$ cat config.mk
export PLATFORM = sky130hd
export DESIGN_NAME = vga_pattern_gen
export DESIGN_NICKNAME = d
export VERILOG_FILES = /design/src/rtl/vga_pkg.sv /design/src/rtl/key_debounce.sv /design/src/rtl/vga_pattern_gen.sv
export SDC_FILE = /design/constraint.sdc
export NUM_CORES = 1
export LEC_CHECK = 0
export ABC_CLOCK_PERIOD_IN_PS = 2350
export CELL_PAD_IN_SITES_DETAIL_PLACEMENT = 1
export CELL_PAD_IN_SITES_GLOBAL_PLACEMENT = 1
export CORE_MARGIN = 1
export CORE_UTILIZATION = 43
export CTS_CLUSTER_SIZE = 25
export DETAILED_ROUTE_END_ITERATION = 7
export GPL_ROUTABILITY_DRIVEN = 1
export GPL_TIMING_DRIVEN = 0
export PLACE_DENSITY_LB_ADDON = 0.1
export SLEW_MARGIN = 20
export SYNTH_ARGS = -nofsm -noshare
export SYNTH_HDL_FRONTEND = slang
export SYNTH_HIERARCHICAL = 1
export SYNTH_SLANG_ARGS = --single-unit
$ cat constraint.sdc
create_clock -name pixel_clock -period 2.35 [get_ports pixel_clock]
set_input_delay 0.235 -clock pixel_clock [delete_from_list [all_inputs] [get_ports pixel_clock]]
set_output_delay 0.235 -clock pixel_clock [all_outputs]
set_load 0.005 [all_outputs]
$ cat src/rtl/vga_pkg.sv
// Shared types and constants for the VGA colour test design: RGB565 pixel
// struct, named colours, pattern mode encoding and the bar colour lookup.
package vga_pkg;

    typedef struct packed {
        logic [4:0] r;
        logic [5:0] g;
        logic [4:0] b;
    } pixel_t;

    localparam pixel_t WHITE     = pixel_t'(16'hFFFF);
    localparam pixel_t YELLOW    = pixel_t'(16'hFFE0);
    localparam pixel_t CYAN      = pixel_t'(16'h07FF);
    localparam pixel_t GREEN     = pixel_t'(16'h07E0);
    localparam pixel_t MAGENTA   = pixel_t'(16'hF81F);
    localparam pixel_t RED       = pixel_t'(16'hF800);
    localparam pixel_t BLUE      = pixel_t'(16'h001F);
    localparam pixel_t BLACK     = pixel_t'(16'h0000);
    localparam pixel_t BORDER_BG = pixel_t'(16'h0010);

    typedef enum logic [1:0] {
        MODE_BARS   = 2'd0,
        MODE_GRAD   = 2'd1,
        MODE_CHECK  = 2'd2,
        MODE_BORDER = 2'd3
    } mode_e;

    function automatic pixel_t bar_colour(input logic [2:0] idx);
        pixel_t c;
        case (idx)
            3'd0:    c = WHITE;
            3'd1:    c = YELLOW;
            3'd2:    c = CYAN;
            3'd3:    c = GREEN;
            3'd4:    c = MAGENTA;
            3'd5:    c = RED;
            3'd6:    c = BLUE;
            default: c = BLACK;
        endcase
        return c;
    endfunction

endpackage

$ cat src/rtl/key_debounce.sv
// Button conditioner: 2-flop synchroniser, consecutive-cycle debounce counter
// and a one-cycle pulse on every accepted press (high-to-low) transition.
module key_debounce #(
    parameter int CYCLES = 1_000_000
) (
    input  logic clock,
    input  logic reset,
    input  logic key_n,
    output logic level,
    output logic press
);

    localparam int CW = $clog2(CYCLES + 1);

    logic          sync1;
    logic          sync2;
    logic [CW-1:0] cnt;

    always_ff @(posedge clock or posedge reset) begin
        if (reset) begin
            sync1 <= 1'b1;
            sync2 <= 1'b1;
            level <= 1'b1;
            cnt   <= '0;
            press <= 1'b0;
        end else begin
            sync1 <= key_n;
            sync2 <= sync1;
            press <= 1'b0;
            if (sync2 == level) begin
                cnt <= '0;
            end else if (cnt == CW'(CYCLES - 1)) begin
                // this cycle is the CYCLES-th consecutive mismatch
                cnt   <= '0;
                level <= sync2;
                press <= ~sync2;
            end else begin
                cnt <= cnt + 1'b1;
            end
        end
    end

endmodule

$ cat src/rtl/vga_pattern_gen.sv
// Two-stage RGB565 test-pattern pipeline with button-selected mode applied at frame start.
// Define VGA_PATTERN_ANIMATE_EN to scroll the gradient and checker patterns one pixel per frame.
module vga_pattern_gen
    import vga_pkg::*;
#(
    parameter int   H_ACTIVE        = 1440,
    parameter int   V_ACTIVE        = 900,
    parameter logic SYNC_ACTIVE     = 1'b1,
    parameter int   DEBOUNCE_CYCLES = 1_000_000,
    parameter int   CHECK_LOG2      = 5
) (
    input  logic        pixel_clock,
    input  logic        reset,
    input  logic        key_n,
    input  logic        hsync_in,
    input  logic        vsync_in,
    input  logic        de_in,
    input  logic [10:0] x_in,
    input  logic [10:0] y_in,
    output logic        hsync,
    output logic        vsync,
    output logic [4:0]  r,
    output logic [5:0]  g,
    output logic [4:0]  b,
    output logic [1:0]  mode
);

    localparam int BAR_W = H_ACTIVE / 8;
    localparam int BCW   = $clog2(BAR_W + 1);

    logic           key_press;
    logic           key_level_unused;
    mode_e          mode_q;
    logic           pending;
    logic           frame_start;

    logic [10:0]    x1;
    logic [10:0]    y1;
    logic           de1;
    logic           hs1;
    logic           vs1;
    logic [2:0]     bar1;
    logic [BCW-1:0] bar_cnt;
    logic [2:0]     bar_idx;
    logic           de_rise;
    logic [BCW-1:0] cur_cnt;
    logic [2:0]     cur_idx;

    logic [10:0]    xs;
    logic           unused_xs;
    logic           on_border;
    pixel_t         pix_next;
    pixel_t         pix_q;

    key_debounce #(
        .CYCLES (DEBOUNCE_CYCLES)
    ) u_key (
        .clock (pixel_clock),
        .reset (reset),
        .key_n (key_n),
        .level (key_level_unused),
        .press (key_press)
    );

    assign frame_start = (vsync_in == SYNC_ACTIVE) && (vs1 != SYNC_ACTIVE);

    // Presses coalesce in pending; a press landing on frame start waits a frame.
    always_ff @(posedge pixel_clock or posedge reset) begin
        if (reset) begin
            mode_q  <= MODE_BARS;
            pending <= 1'b0;
        end else if (frame_start) begin
            if (pending) begin
                mode_q <= mode_e'(mode_q + 2'd1);
            end
            pending <= key_press;
        end else if (key_press) begin
            pending <= 1'b1;
        end
    end

`ifdef VGA_PATTERN_ANIMATE_EN
    logic [7:0] frame_cnt;

    always_ff @(posedge pixel_clock or posedge reset) begin
        if (reset) begin
            frame_cnt <= '0;
        end else if (frame_start) begin
            frame_cnt <= frame_cnt + 8'd1;
        end
    end
`endif

    always_comb begin
        de_rise = de_in & ~de1;
        cur_cnt = de_rise ? '0 : bar_cnt;
        cur_idx = de_rise ? 3'd0 : bar_idx;
    end

    always_ff @(posedge pixel_clock or posedge reset) begin
        if (reset) begin
            x1      <= '0;
            y1      <= '0;
            de1     <= 1'b0;
            hs1     <= ~SYNC_ACTIVE;
            vs1     <= ~SYNC_ACTIVE;
            bar1    <= '0;
            bar_cnt <= '0;
            bar_idx <= '0;
        end else begin
            x1   <= x_in;
            y1   <= y_in;
            de1  <= de_in;
            hs1  <= hsync_in;
            vs1  <= vsync_in;
            bar1 <= cur_idx;
            if (de_in) begin
                if (cur_cnt == BCW'(BAR_W - 1)) begin
                    bar_cnt <= '0;
                    bar_idx <= (cur_idx == 3'd7) ? cur_idx : cur_idx + 3'd1;
                end else begin
                    bar_cnt <= cur_cnt + 1'b1;
                    bar_idx <= cur_idx;
                end
            end
        end
    end

    always_comb begin
`ifdef VGA_PATTERN_ANIMATE_EN
        xs = x1 + {3'd0, frame_cnt};
`else
        xs = x1;
`endif
        on_border = (x1 == 11'd0) || (x1 == 11'(H_ACTIVE - 1)) ||
                    (y1 == 11'd0) || (y1 == 11'(V_ACTIVE - 1));
        pix_next  = BLACK;
        if (de1) begin
            case (mode_q)
                MODE_BARS:   pix_next = bar_colour(bar1);
                MODE_GRAD:   pix_next = '{r: xs[7:3], g: xs[7:2], b: xs[7:3]};
                MODE_CHECK:  pix_next = (xs[CHECK_LOG2] ^ y1[CHECK_LOG2]) ? WHITE : BLACK;
                MODE_BORDER: pix_next = on_border ? WHITE : BORDER_BG;
                default:     pix_next = BLACK;
            endcase
        end
    end

    assign unused_xs = ^xs;

    always_ff @(posedge pixel_clock or posedge reset) begin
        if (reset) begin
            pix_q <= BLACK;
            hsync <= ~SYNC_ACTIVE;
            vsync <= ~SYNC_ACTIVE;
        end else begin
            pix_q <= pix_next;
            hsync <= hs1;
            vsync <= vs1;
        end
    end

    assign r    = pix_q.r;
    assign g    = pix_q.g;
    assign b    = pix_q.b;
    assign mode = mode_q;

endmodule

; ---- Word level (Yosys, flattened, before mapping)
; Cells that the tools add are included.
[classes]
add_sub_neg = 4
eq_ne = 15
n_mux = 16
bitwise = 6
n_reduce_logical = 11
[op_table]
columns = cell, n
row1 = 16-bit one-hot mux with 7 select lines, 1
row2 = 16-bit one-hot mux with 4 select lines, 1
row3 = 16-bit two-way mux, 3
row4 = 20-bit two-way mux, 2
row5 = 11-bit zero test, 2
row6 = 20-bit by 1-bit adder with 20-bit output (second input constant), 1
row7 = 20-bit equality test (second input constant), 1
row8 = 8-bit two-way mux, 2
row9 = 3-bit equality test (second input constant), 4
row10 = 11-bit by 10-bit equality test with 1-bit output (second input constant), 1
row11 = 11-bit equality test (second input constant), 1
row12 = 3-bit two-way mux, 3
row13 = 8-bit by 1-bit adder with 8-bit output (second input constant), 1
row14 = 8-bit equality test (second input constant), 1
row15 = 3-bit by 2-bit equality test with 1-bit output (second input constant), 2
row16 = 2-bit equality test (second input constant), 2
row17 = 1-bit two-way mux, 4
row18 = 1-bit inverter, 4
row19 = 2-bit AND reduction, 2
row20 = 3-bit by 1-bit adder with 3-bit output (second input constant), 1
row21 = 3-bit by 1-bit equality test with 1-bit output (second input constant), 1
row22 = 3-bit zero test, 1
row23 = 1-bit logical OR, 3
row24 = 2-bit by 1-bit adder with 2-bit output (second input constant), 1
row25 = 7 further kinds, 7
[totals]
regBits = 84
in_bits = 28
out_inout_bits = 20
wordCells = 72

; ---- Longest topological paths before layout
; Gate-level depths: netlist of run 1.
[logic_depth]
ltp_word = 7
mapped_depth = 8

; ---- Modules after synthesis
; Netlist of run 1, hierarchy kept.
[by_module_without_submodules]
columns = module, instances, cells_per_inst, area_per_inst_um2, seq_area_each_um2
row1 = vga_pattern_gen, 1, 176, 2262.2, 1501.4
row2 = key_debounce, 1, 110, 1149.9, 604.3

; ---- Worst setup path after synthesis of run 1
; No wires, ideal clock.
[synth_path]
path_kind = flip-flop to flip-flop
start = reg u_key.cnt[10]
end = reg u_key.level
arrival_time_ns = 1.685
path_slack_ns = 0.580
stages_incl_launch_ff = 5
path_buffers = 0
period_less_slack_ns = 1.770
path_cell_list = dfrtp_1 -> nor4_1 -> nand4_1 -> or4_1 -> mux2_1
[synth_between]
elab_chain_cells = 2
[synth_lines]
columns = element, line
row1 = "start, declared", key_debounce.sv:17  ; logic [CW-1:0] cnt;
row2 = "start signal, assigned", key_debounce.sv:38  ; cnt <= cnt + 1'b1;
row3 = 20-bit equality test, key_debounce.sv:32  ; end else if (cnt == CW'(CYCLES - 1)) begin
row4 = 2-bit AND reduction (no line), n/a
row5 = "end signal, assigned", key_debounce.sv:35  ; level <= sync2;
row6 = "end, declared", key_debounce.sv:9  ; output logic level,
; Every way passes these cells.
; A chain may end at the register's enable or synchronous reset.

; ---- Final worst setup path of run 1
[layout_path]
start = reg u_key.cnt[8]
end = reg u_key.cnt[13]
[layout_between]
elab_chain_cells = 3
word_cells_on_any_way = 4
cone_classes = add/sub (1) / eq/ne (1) / mux (2)
[layout_lines]
columns = element, line
row1 = 20-bit by 1-bit adder with 20-bit output / 20-bit equality test (equally long branches), "key_debounce.sv:38, key_debounce.sv:32"
row2 = 20-bit two-way mux (*), key_debounce.sv:32
row3 = 20-bit two-way mux (*), key_debounce.sv:30  ; if (sync2 == level) begin
; Every way passes the cells marked *; elsewhere a longest branch is shown, timed or not.

==> key figures, run 1 <==
CTS
  • Number of sinks driven by the clock tree: 84
  • Total number of H-tree levels: 3
  • Post-cts hold buffer count: 0
  • Clock transition at the registers of the reported paths: about 0.090 ns
  • Total setup buffers inserted after CTS: 0
  • Worst-case clock buffer depth: 2
  • Clock tree root driver cell: sky130_fd_sc_hd__clkbuf_8
  • CTS tree: built
  • Total clock buffers created by CTS: 9
  • Number of resized instances in the post-cts repair step: 0
  • Clock insertion delay at the later pin of the skew report: about 0.36 ns

Synthesis
  • Mapped Avg Cell Area: about 12 sq um
  • Post-synthesis sequential element count: between 80 and 90
  • Number of enable-type register cells in the synthesized netlist: 0
  • Proportion of synthesized chip area in sequential cells: 0.617
  • Total standard cell area after synthesis: between 0.003 and 0.004 sq mm
  • Net Count, Synth: roughly 320
  • Biggest area consumer among synthesized cells: sky130_fd_sc_hd__dfrtp_1
  • Count of cell types in the netlist: 45
  • Yosys top cell area share: 0.594
  • Warnings from Yosys: 6
  • Flip-flop cell with the highest count after synthesis: sky130_fd_sc_hd__dfrtp_1
  • Leading post-synthesis cells by instance count: 81 x sky130_fd_sc_hd__dfrtp_1, 21 x sky130_fd_sc_hd__nor2_1, 17 x sky130_fd_sc_hd__nand2_1
  • Synth area leaders: sky130_fd_sc_hd__dfrtp_1 59%, sky130_fd_sc_hd__a31oi_1 2.9%, sky130_fd_sc_hd__ha_1 2.6%, sky130_fd_sc_hd__dfstp_2 2.3%, sky130_fd_sc_hd__nor2_1 2.3%
  • Count of mapped cells out of synthesis: around 290
  • Cell with the most instances after synthesis: sky130_fd_sc_hd__dfrtp_1
  • Synth async-reset ratio: 1.00

STA
  • Fin Setup TNS: 0 ns
  • Max-slew headroom: 0.379
  • Count of pins over their slew limit: 0
  • Clk_skew: about 0.0091 ns
  • Final worst path period need: between 2 and 2.5 ns
  • Max Clock Freq: 461 MHz
  • Final setup fails: 0
  • RSZ-0062 raised after global routing: no
  • Worst-case setup margin in the final layout: 0.180 ns
  • Final Hold Viols: 0
  • Period utilisation layout: 0.924
  • Slew of the pin with the lowest slew margin: 0.930 ns

Place
  • HPWL reported at the end of detailed placement: slightly below 5000 um
  • Cell area after placement: 0.00401 sq mm
  • Post-placement cell count: roughly 440
  • Routability cong.: 0.783
  • Total of buffers placed on input and output ports: 47
  • Setup slack at placement: -0.192 ns

Drt
  • First-pass DRT Iterations: 4
  • DRC: 0
  • Vias per inst: approximately 5.2
  • WL/cell: 15.3 um
  • Routed Antenna Nets: 0
  • DRC violation total after the first TritonRoute iteration: 59
  • Routed wire length: between 6000 and 7000 um
  • Number of vias after detailed routing: ~2,400

Global route
  • Number of global-route vias before repair: 2,536
  • Wire length of the first global-routing pass: between 10,000 and 15,000 um
  • Maximum number of pins on one net before global-route repair: 61
  • Total congestion overflow: 0
  • Initial antenna violation count: 0
  • Fraction of met3 tracks used by global routing: 0.0369
  • Met2 Use GR: 0.307
  • Met1 Use GR: 0.230
  • Global-route layer with the greatest usage: met2
  • Gr usage total: 0.186

Setup path
  • Setup crit end kind: flip-flop
  • Stages on worst setup path: 5
  • Depth of the most critical reg-to-reg path: 5
  • Largest delay contributor family on the critical path: compound AO/OA/AOI/OAI gates
  • Cell-by-cell trace of the critical path: nor4_1 > nand4_1 > o41ai_4 > buf_2 > nor2_1
  • Launch instance of the worst register-to-register path: u_key/cnt[8]$_DFF_PP0_
  • Critical register-to-register path endpoint: u_key/cnt[13]$_DFF_PP0_
  • Worst-path maximum fanout: 10
  • Worst Setup Path Type: flip-flop to flip-flop
  • Library cell contributing the largest single delay on the critical path: sky130_fd_sc_hd__o41ai_4
  • Delay of the slowest cell on the worst path: 0.68 ns
  • Data required time of the worst path: about 2.6 ns
  • Startpoint class of the critical path: flip-flop
  • Worst R2R Setup Slack: between 0.15 and 0.2 ns
  • Buffering stage count on the worst path with inverters included: 1
  • Start point of the critical path: u_key/cnt[8]$_DFF_PP0_
  • Last element of the critical path: u_key/cnt[13]$_DFF_PP0_
  • Critical Path AT: roughly 2.4 ns

Worst hold path
  • Critical hold path startpoint: key_n
  • Hold/Removal Path Class: input pin to flip-flop
  • Number of cells on the worst hold path: 1

Final layout
  • Fill cells: between 800 and 900
  • Number of nets in the finished design: between 300 and 400
  • Non-Filler Instances: 451
  • Ratio of cells with drive above 1 in the final layout: 0.106
  • Area growth from synthesis to layout: 23.1%
  • Post-route cell area: about 0.0042 sq mm
  • Number of antenna cells inserted: 0

Power
  • PD cells: between 600 and 700 mW/mm^2
  • Peak VDD IR: 397 uV
  • Standby leakage power: about 1.8 nW
  • Total Power: around 2.9 mW

Die
  • Starting utilization of the core area: 0.444
  • I/O pin total: 48
  • Overall die width: just over 90 um
  • Die Ht: roughly 91 um
  • Die Footprint: slightly above 0.008 sq mm
  • Placeable Area: between 0.007 and 0.008 sq mm
  • Placement Rows: 32

Outcome
  • Status: completed

Run
  • # Max-Cap Violations: 0
## sequential cells by signal, indices dropped and copies added (netlist names), 2 cells and up
signal and count:
u_key/cnt 20, x1 11, y1 11, bar_cnt 8, g 6, b 5
r 5, bar1 3, bar_idx 3, mode 2
## power breakdown
group / total [mW] / switching [mW] / internal (mW)
Sequential: 1.60 / 0.0690 / 1.53
Clock: 0.982 / 0.573 / 0.409
Combinational: 0.297 / 0.143 / 0.154
## how the worst min path moves through the flow
stage,endpoint,slack (ns)
floorplan,u_key/sync1$_DFF_PP1_,0.24
global placement,hsync$_DFF_PP0_,0.34
detailed placement,hsync$_DFF_PP0_,0.34
CTS,u_key/sync1$_DFF_PP1_,0.26
global route,u_key/sync1$_DFF_PP1_,0.26
finish,u_key/sync1$_DFF_PP1_,0.28
## layout make-up
type / instances / area [sq um] / area share
Sequential cell: 84 / 2110 / 0.501
Buffer: 6 / 42.5 / 0.0101
Inverter: 12 / 47.5 / 0.0113
Tap cell: 102 / 128 / 0.0304
Timing Repair Buffer: 47 / 470 / 0.112
Clock inverter: 7 / 63.8 / 0.0152
Multi-Input combinational cell: 184 / 1220 / 0.290
Clock buffer: 9 / 124 / 0.0295
## routing by layer
layer  routed length [um]  share of wire
met1                 3120           0.45
met2                 3460           0.50
met3                  158          0.023
met4                  147          0.021
met5                    0              0
## kinds of logic after synthesis
logic type                 synth area share
DFF                                   0.617
and+or+nand+nor                       0.162
AOI/OAI and AO/OA                     0.113
buffers and inverters                0.0257
adders and majority gates            0.0257
xor gates and xnor gates             0.0411
muxes                                0.0158
## cells in the final DEF, fill, tap and decap left out, types with 3 or more instances in the layout
cell type	n
sky130_fd_sc_hd__o21ai_0	6
sky130_fd_sc_hd__nor2b_1	5
sky130_fd_sc_hd__dfrtp_1	81
sky130_fd_sc_hd__nand2_1	17
sky130_fd_sc_hd__nor4_1	5
sky130_fd_sc_hd__or3_1	6
sky130_fd_sc_hd__nand4_1	8
sky130_fd_sc_hd__ha_1	7
sky130_fd_sc_hd__xnor2_1	9
sky130_fd_sc_hd__or4_1	8
sky130_fd_sc_hd__xor2_1	7
sky130_fd_sc_hd__a31oi_1	16
sky130_fd_sc_hd__buf_2	4
sky130_fd_sc_hd__nand3_1	10
sky130_fd_sc_hd__a21oi_1	15
sky130_fd_sc_hd__nor2_1	21
sky130_fd_sc_hd__inv_1	11
sky130_fd_sc_hd__dfstp_2	3
sky130_fd_sc_hd__o31ai_1	5
sky130_fd_sc_hd__inv_6	3
sky130_fd_sc_hd__nor3_1	4
sky130_fd_sc_hd__clkdlybuf4s50_1	47
sky130_fd_sc_hd__clkbuf_8	9
## metrics by stage
stage | hold WS (ns) | utilization
after detailed placement | 0.343 | 0.522
final | 0.278 | 0.546
after floorplan | 0.239 | -
after global routing | 0.262 | 0.546
after global placement | 0.335 | 0.522
after CTS | 0.261 | 0.546
(Power assumes the default switching activity.)
==> run 2, diff against run 1 <==
--- a/config.mk
+++ b/config.mk
@@ -15,6 +15,7 @@
 export GPL_ROUTABILITY_DRIVEN = 1
 export GPL_TIMING_DRIVEN = 0
 export PLACE_DENSITY_LB_ADDON = 0.1
+export REMOVE_ABC_BUFFERS = 1
 export SLEW_MARGIN = 20
 export SYNTH_ARGS = -nofsm -noshare
 export SYNTH_HDL_FRONTEND = slang
==> key figures, run 2 (same netlist as run 1, synthesis figures left out) <==
Outcome
  • Status: completed (unchanged)

Drt
  • DRC violation total after the first TritonRoute iteration: 94 (was 59)
  • DRC: 0 (unchanged)
  • WL/cell: 15.4 um (was 15.3 um)
  • Routed Antenna Nets: 0 (unchanged)
  • First-pass DRT Iterations: 4 (unchanged)
  • Number of vias after detailed routing: 2,393 (was 2,358)
  • Vias per inst: 5.38 (was 5.23)
  • Routed wire length: 6870 um (was 6880 um)

Worst hold path
  • Hold/Removal Path Class: input pin to flip-flop (unchanged)
  • Critical hold path startpoint: key_n (unchanged)
  • Number of cells on the worst hold path: 1 (unchanged)
  • End point of the most critical hold path: u_key/sync1$_DFF_PP1_ (unchanged)

Final layout
  • Largest registers in the final layout: u_key/cnt (20), x1 (11), y1 (11) (unchanged)
  • Final core utilization: 0.548 (was 0.546)
  • Number of nets in the finished design: 374 (was 379)
  • Top reg by flops: u_key/cnt (unchanged)
  • Ratio of cells with drive above 1 in the final layout: 0.0933 (was 0.106)
  • Most used cells in the layout excluding fill and tap cells: 81 x sky130_fd_sc_hd__dfrtp_1, 47 x sky130_fd_sc_hd__clkdlybuf4s50_1, 21 x sky130_fd_sc_hd__nor2_1 (unchanged)
  • Number of antenna cells inserted: 0 (unchanged)
  • Non-Filler Instances: 445 (was 451)
  • Area growth from synthesis to layout: 23.5% (was 23.1%)
  • Most common library cell in the layout ignoring fill and taps: sky130_fd_sc_hd__dfrtp_1 (unchanged)
  • Number of flip-flops in the largest register: 20 (unchanged)

Setup path
  • Library cell contributing the largest single delay on the critical path: sky130_fd_sc_hd__clkdlybuf4s50_1 (was sky130_fd_sc_hd__o41ai_4)
  • Critical Path AT: 2.41 ns (about the same)
  • Setup crit end kind: flip-flop (unchanged)
  • Worst Setup Path Type: input pin to flip-flop (was flip-flop to flip-flop)
  • Launch instance of the worst register-to-register path: u_key/cnt[10]$_DFF_PP0_ (was u_key/cnt[8]$_DFF_PP0_)
  • Worst R2R Setup Slack: 0.32 ns (was 0.18 ns)
  • Data required time of the worst path: 2.60 ns (was 2.59 ns)
  • Delay of the slowest cell on the worst path: 0.61 ns (was 0.68 ns)
  • Depth of the most critical reg-to-reg path: 4 (was 5)
  • Critical register-to-register path endpoint: u_key/level$_DFFE_PP1P_ (was u_key/cnt[13]$_DFF_PP0_)
  • Cell-by-cell trace of the critical path: clkdlybuf4s50_1 > nor2b_2 > nor2b_1 > ha_1 > nand2_1 > nor3_4 > o21ai_0 > a32o_1 (was nor4_1 > nand4_1 > o41ai_4 > buf_2 > nor2_1)
  • Startpoint class of the critical path: input pin (was flip-flop)
  • Worst-path maximum fanout: 11 (was 10)

STA
  • Clk_skew: 0.00962 ns (was 0.00905 ns)
  • Max-slew headroom: 0.402 (was 0.379)
  • Count of pins over their slew limit: 0 (unchanged)
  • Period utilisation layout: 0.919 (was 0.924)
  • Fin Setup TNS: 0 ns (unchanged)
  • Final worst path period need: 2.16 ns (was 2.17 ns)
  • Final setup fails: 0 (unchanged)
  • Minimum hold slack: 0.286 ns (was 0.278 ns)
  • Slew of the pin with the lowest slew margin: 0.896 ns (was 0.930 ns)
  • RSZ-0062 raised after global routing: no (unchanged)
  • Max Clock Freq: 463 MHz (was 461 MHz)
  • Final Hold Viols: 0 (unchanged)

Power
  • PD cells: 724 mW/mm^2 (was 686 mW/mm^2)
  • Peak VDD IR: 395 uV (was 397 uV)
  • Standby leakage power: 1.76 nW (was 1.75 nW)
  • Total Power: 3.05 mW (was 2.88 mW)

Place
  • Routability cong.: 0.798 (was 0.783)
  • HPWL reported at the end of detailed placement: 4870 um (was 4900 um)
  • Total of buffers placed on input and output ports: 47 (unchanged)
  • Post-placement cell count: 429 (was 435)

CTS
  • Clock insertion delay at the later pin of the skew report: 0.36 ns (about the same)
  • Clock transition at the registers of the reported paths: 0.08 ns (was 0.09 ns)
  • Worst-case clock buffer depth: 2 (unchanged)
  • Total clock buffers created by CTS: 9 (unchanged)
  • Number of sinks driven by the clock tree: 84 (unchanged)
  • Clock tree root driver cell: sky130_fd_sc_hd__clkbuf_8 (unchanged)
  • Total number of H-tree levels: 3 (unchanged)
  • CTS tree: built (unchanged)

Global route
  • Number of global-route vias before repair: 2,474 (was 2,536)
  • Gr usage total: 0.182 (was 0.186)
  • Initial antenna violation count: 0 (unchanged)
  • Wire length of the first global-routing pass: 11,500 um (was 11,900 um)
  • Total congestion overflow: 0 (unchanged)
  • Maximum number of pins on one net before global-route repair: 61 (unchanged)

Die
  • I/O pin total: 48 (unchanged)
  • Die Footprint: 0.00830 sq mm (unchanged)
  • Overall die width: 91.1 um (unchanged)
  • Die Ht: 91.1 um (unchanged)
  • Placement Rows: 32 (unchanged)
  • Placeable Area: 0.00769 sq mm (unchanged)
  • Starting utilization of the core area: 0.444 (unchanged)

Run
  • # Max-Cap Violations: 0 (unchanged)
==> run 2: cell types whose count changed in the layout (fill, tap and decap cells not counted), sizes merged <==
| cell | before | now |
|---|---|---|
| buf | 6 | 1 |
| bufinv | 0 | 2 |
| clkbuf | 9 | 10 |
| clkinv | 0 | 1 |
| clkinvlp | 2 | 1 |
| inv | 17 | 13 |
==> run 2: area by class of cell <==
type                    instances  area (sq um)
clock inverters                 5          85.1
repair buffers                 48           490
flip-flops and latches         84          2110
well taps                     102           128
clock buffers                  10           138
multi-input cells             184          1220
fillers                       834          3470
inverters                      12          47.5
==> run 2: worst max-delay path: cells and delay by family <==
kind	cells	cell delay, ns
AND/OR/NAND/NOR	4	0.92
adder cells (fa/ha/maj)	1	0.24
AO/OA/AOI/OAI	2	0.40
buffers and inverters	1	0.61
==> run 2: how the worst max path moves through the flow <==
stage	from	endpoint	depth (start not counted)
final	de_in	bar_cnt[2]$_DFFE_PP0P_	8
after global routing	de_in	bar_cnt[2]$_DFFE_PP0P_	8
after CTS	u_key/cnt[10]$_DFF_PP0_	u_key/cnt[2]$_DFF_PP0_	4
after detailed placement	de_in	bar_idx[1]$_DFFE_PP0P_	8
after global placement	reset	hs1$_DFF_PP0_	2
after floorplan	u_key/cnt[10]$_DFF_PP0_	u_key/cnt[10]$_DFF_PP0_	4
==> run 2: what timing repair did <==
action,CTS,global route
setup buffers,0,1
gates resized for setup,0,1
endpoints found under the setup margin,0,24
hold buffers,0,0
==> run 2: layer usage <==
layer	wire, um	vias up	track usage
li1	-	1135	-
met2	3670	32	0.324
met3	163	10	0.0402
met1	2920	1216	0.210
met4	120	0	0.0833
met5	0	-	0
==> run 2: report_power, final <==
group	internal, mW	total (mW)	switching, mW	leakage, nW
registers	1.53	1.60	0.0705	1.05
logic	0.156	0.304	0.147	0.595
clock network	0.627	1.15	0.520	0.109
total	2.32	3.05	0.737	1.76
==> run 2: through the flow <==
step,area [sq um],worst slack [ns]
3_5_place_dp,3970,-0.258
5_1_grt,4220,0.0108
6_report,4220,0.190
2_1_floorplan,3370,0.574
4_1_cts,4190,0.0953
3_3_place_gp,3970,-0.375
==> run 3, diff against run 2 <==
--- a/config.mk
+++ b/config.mk
@@ -6,10 +6,12 @@
 export NUM_CORES = 1
 export LEC_CHECK = 0
 export ABC_CLOCK_PERIOD_IN_PS = 2350
+export CAP_MARGIN = 20
 export CELL_PAD_IN_SITES_DETAIL_PLACEMENT = 1
 export CELL_PAD_IN_SITES_GLOBAL_PLACEMENT = 1
 export CORE_MARGIN = 1
 export CORE_UTILIZATION = 43
+export CTS_CLUSTER_DIAMETER = 120
 export CTS_CLUSTER_SIZE = 25
 export DETAILED_ROUTE_END_ITERATION = 7
 export GPL_ROUTABILITY_DRIVEN = 1
==> results of run 3 <==
Same layout as run 2: the final DEF is identical, and so are final timing and power.
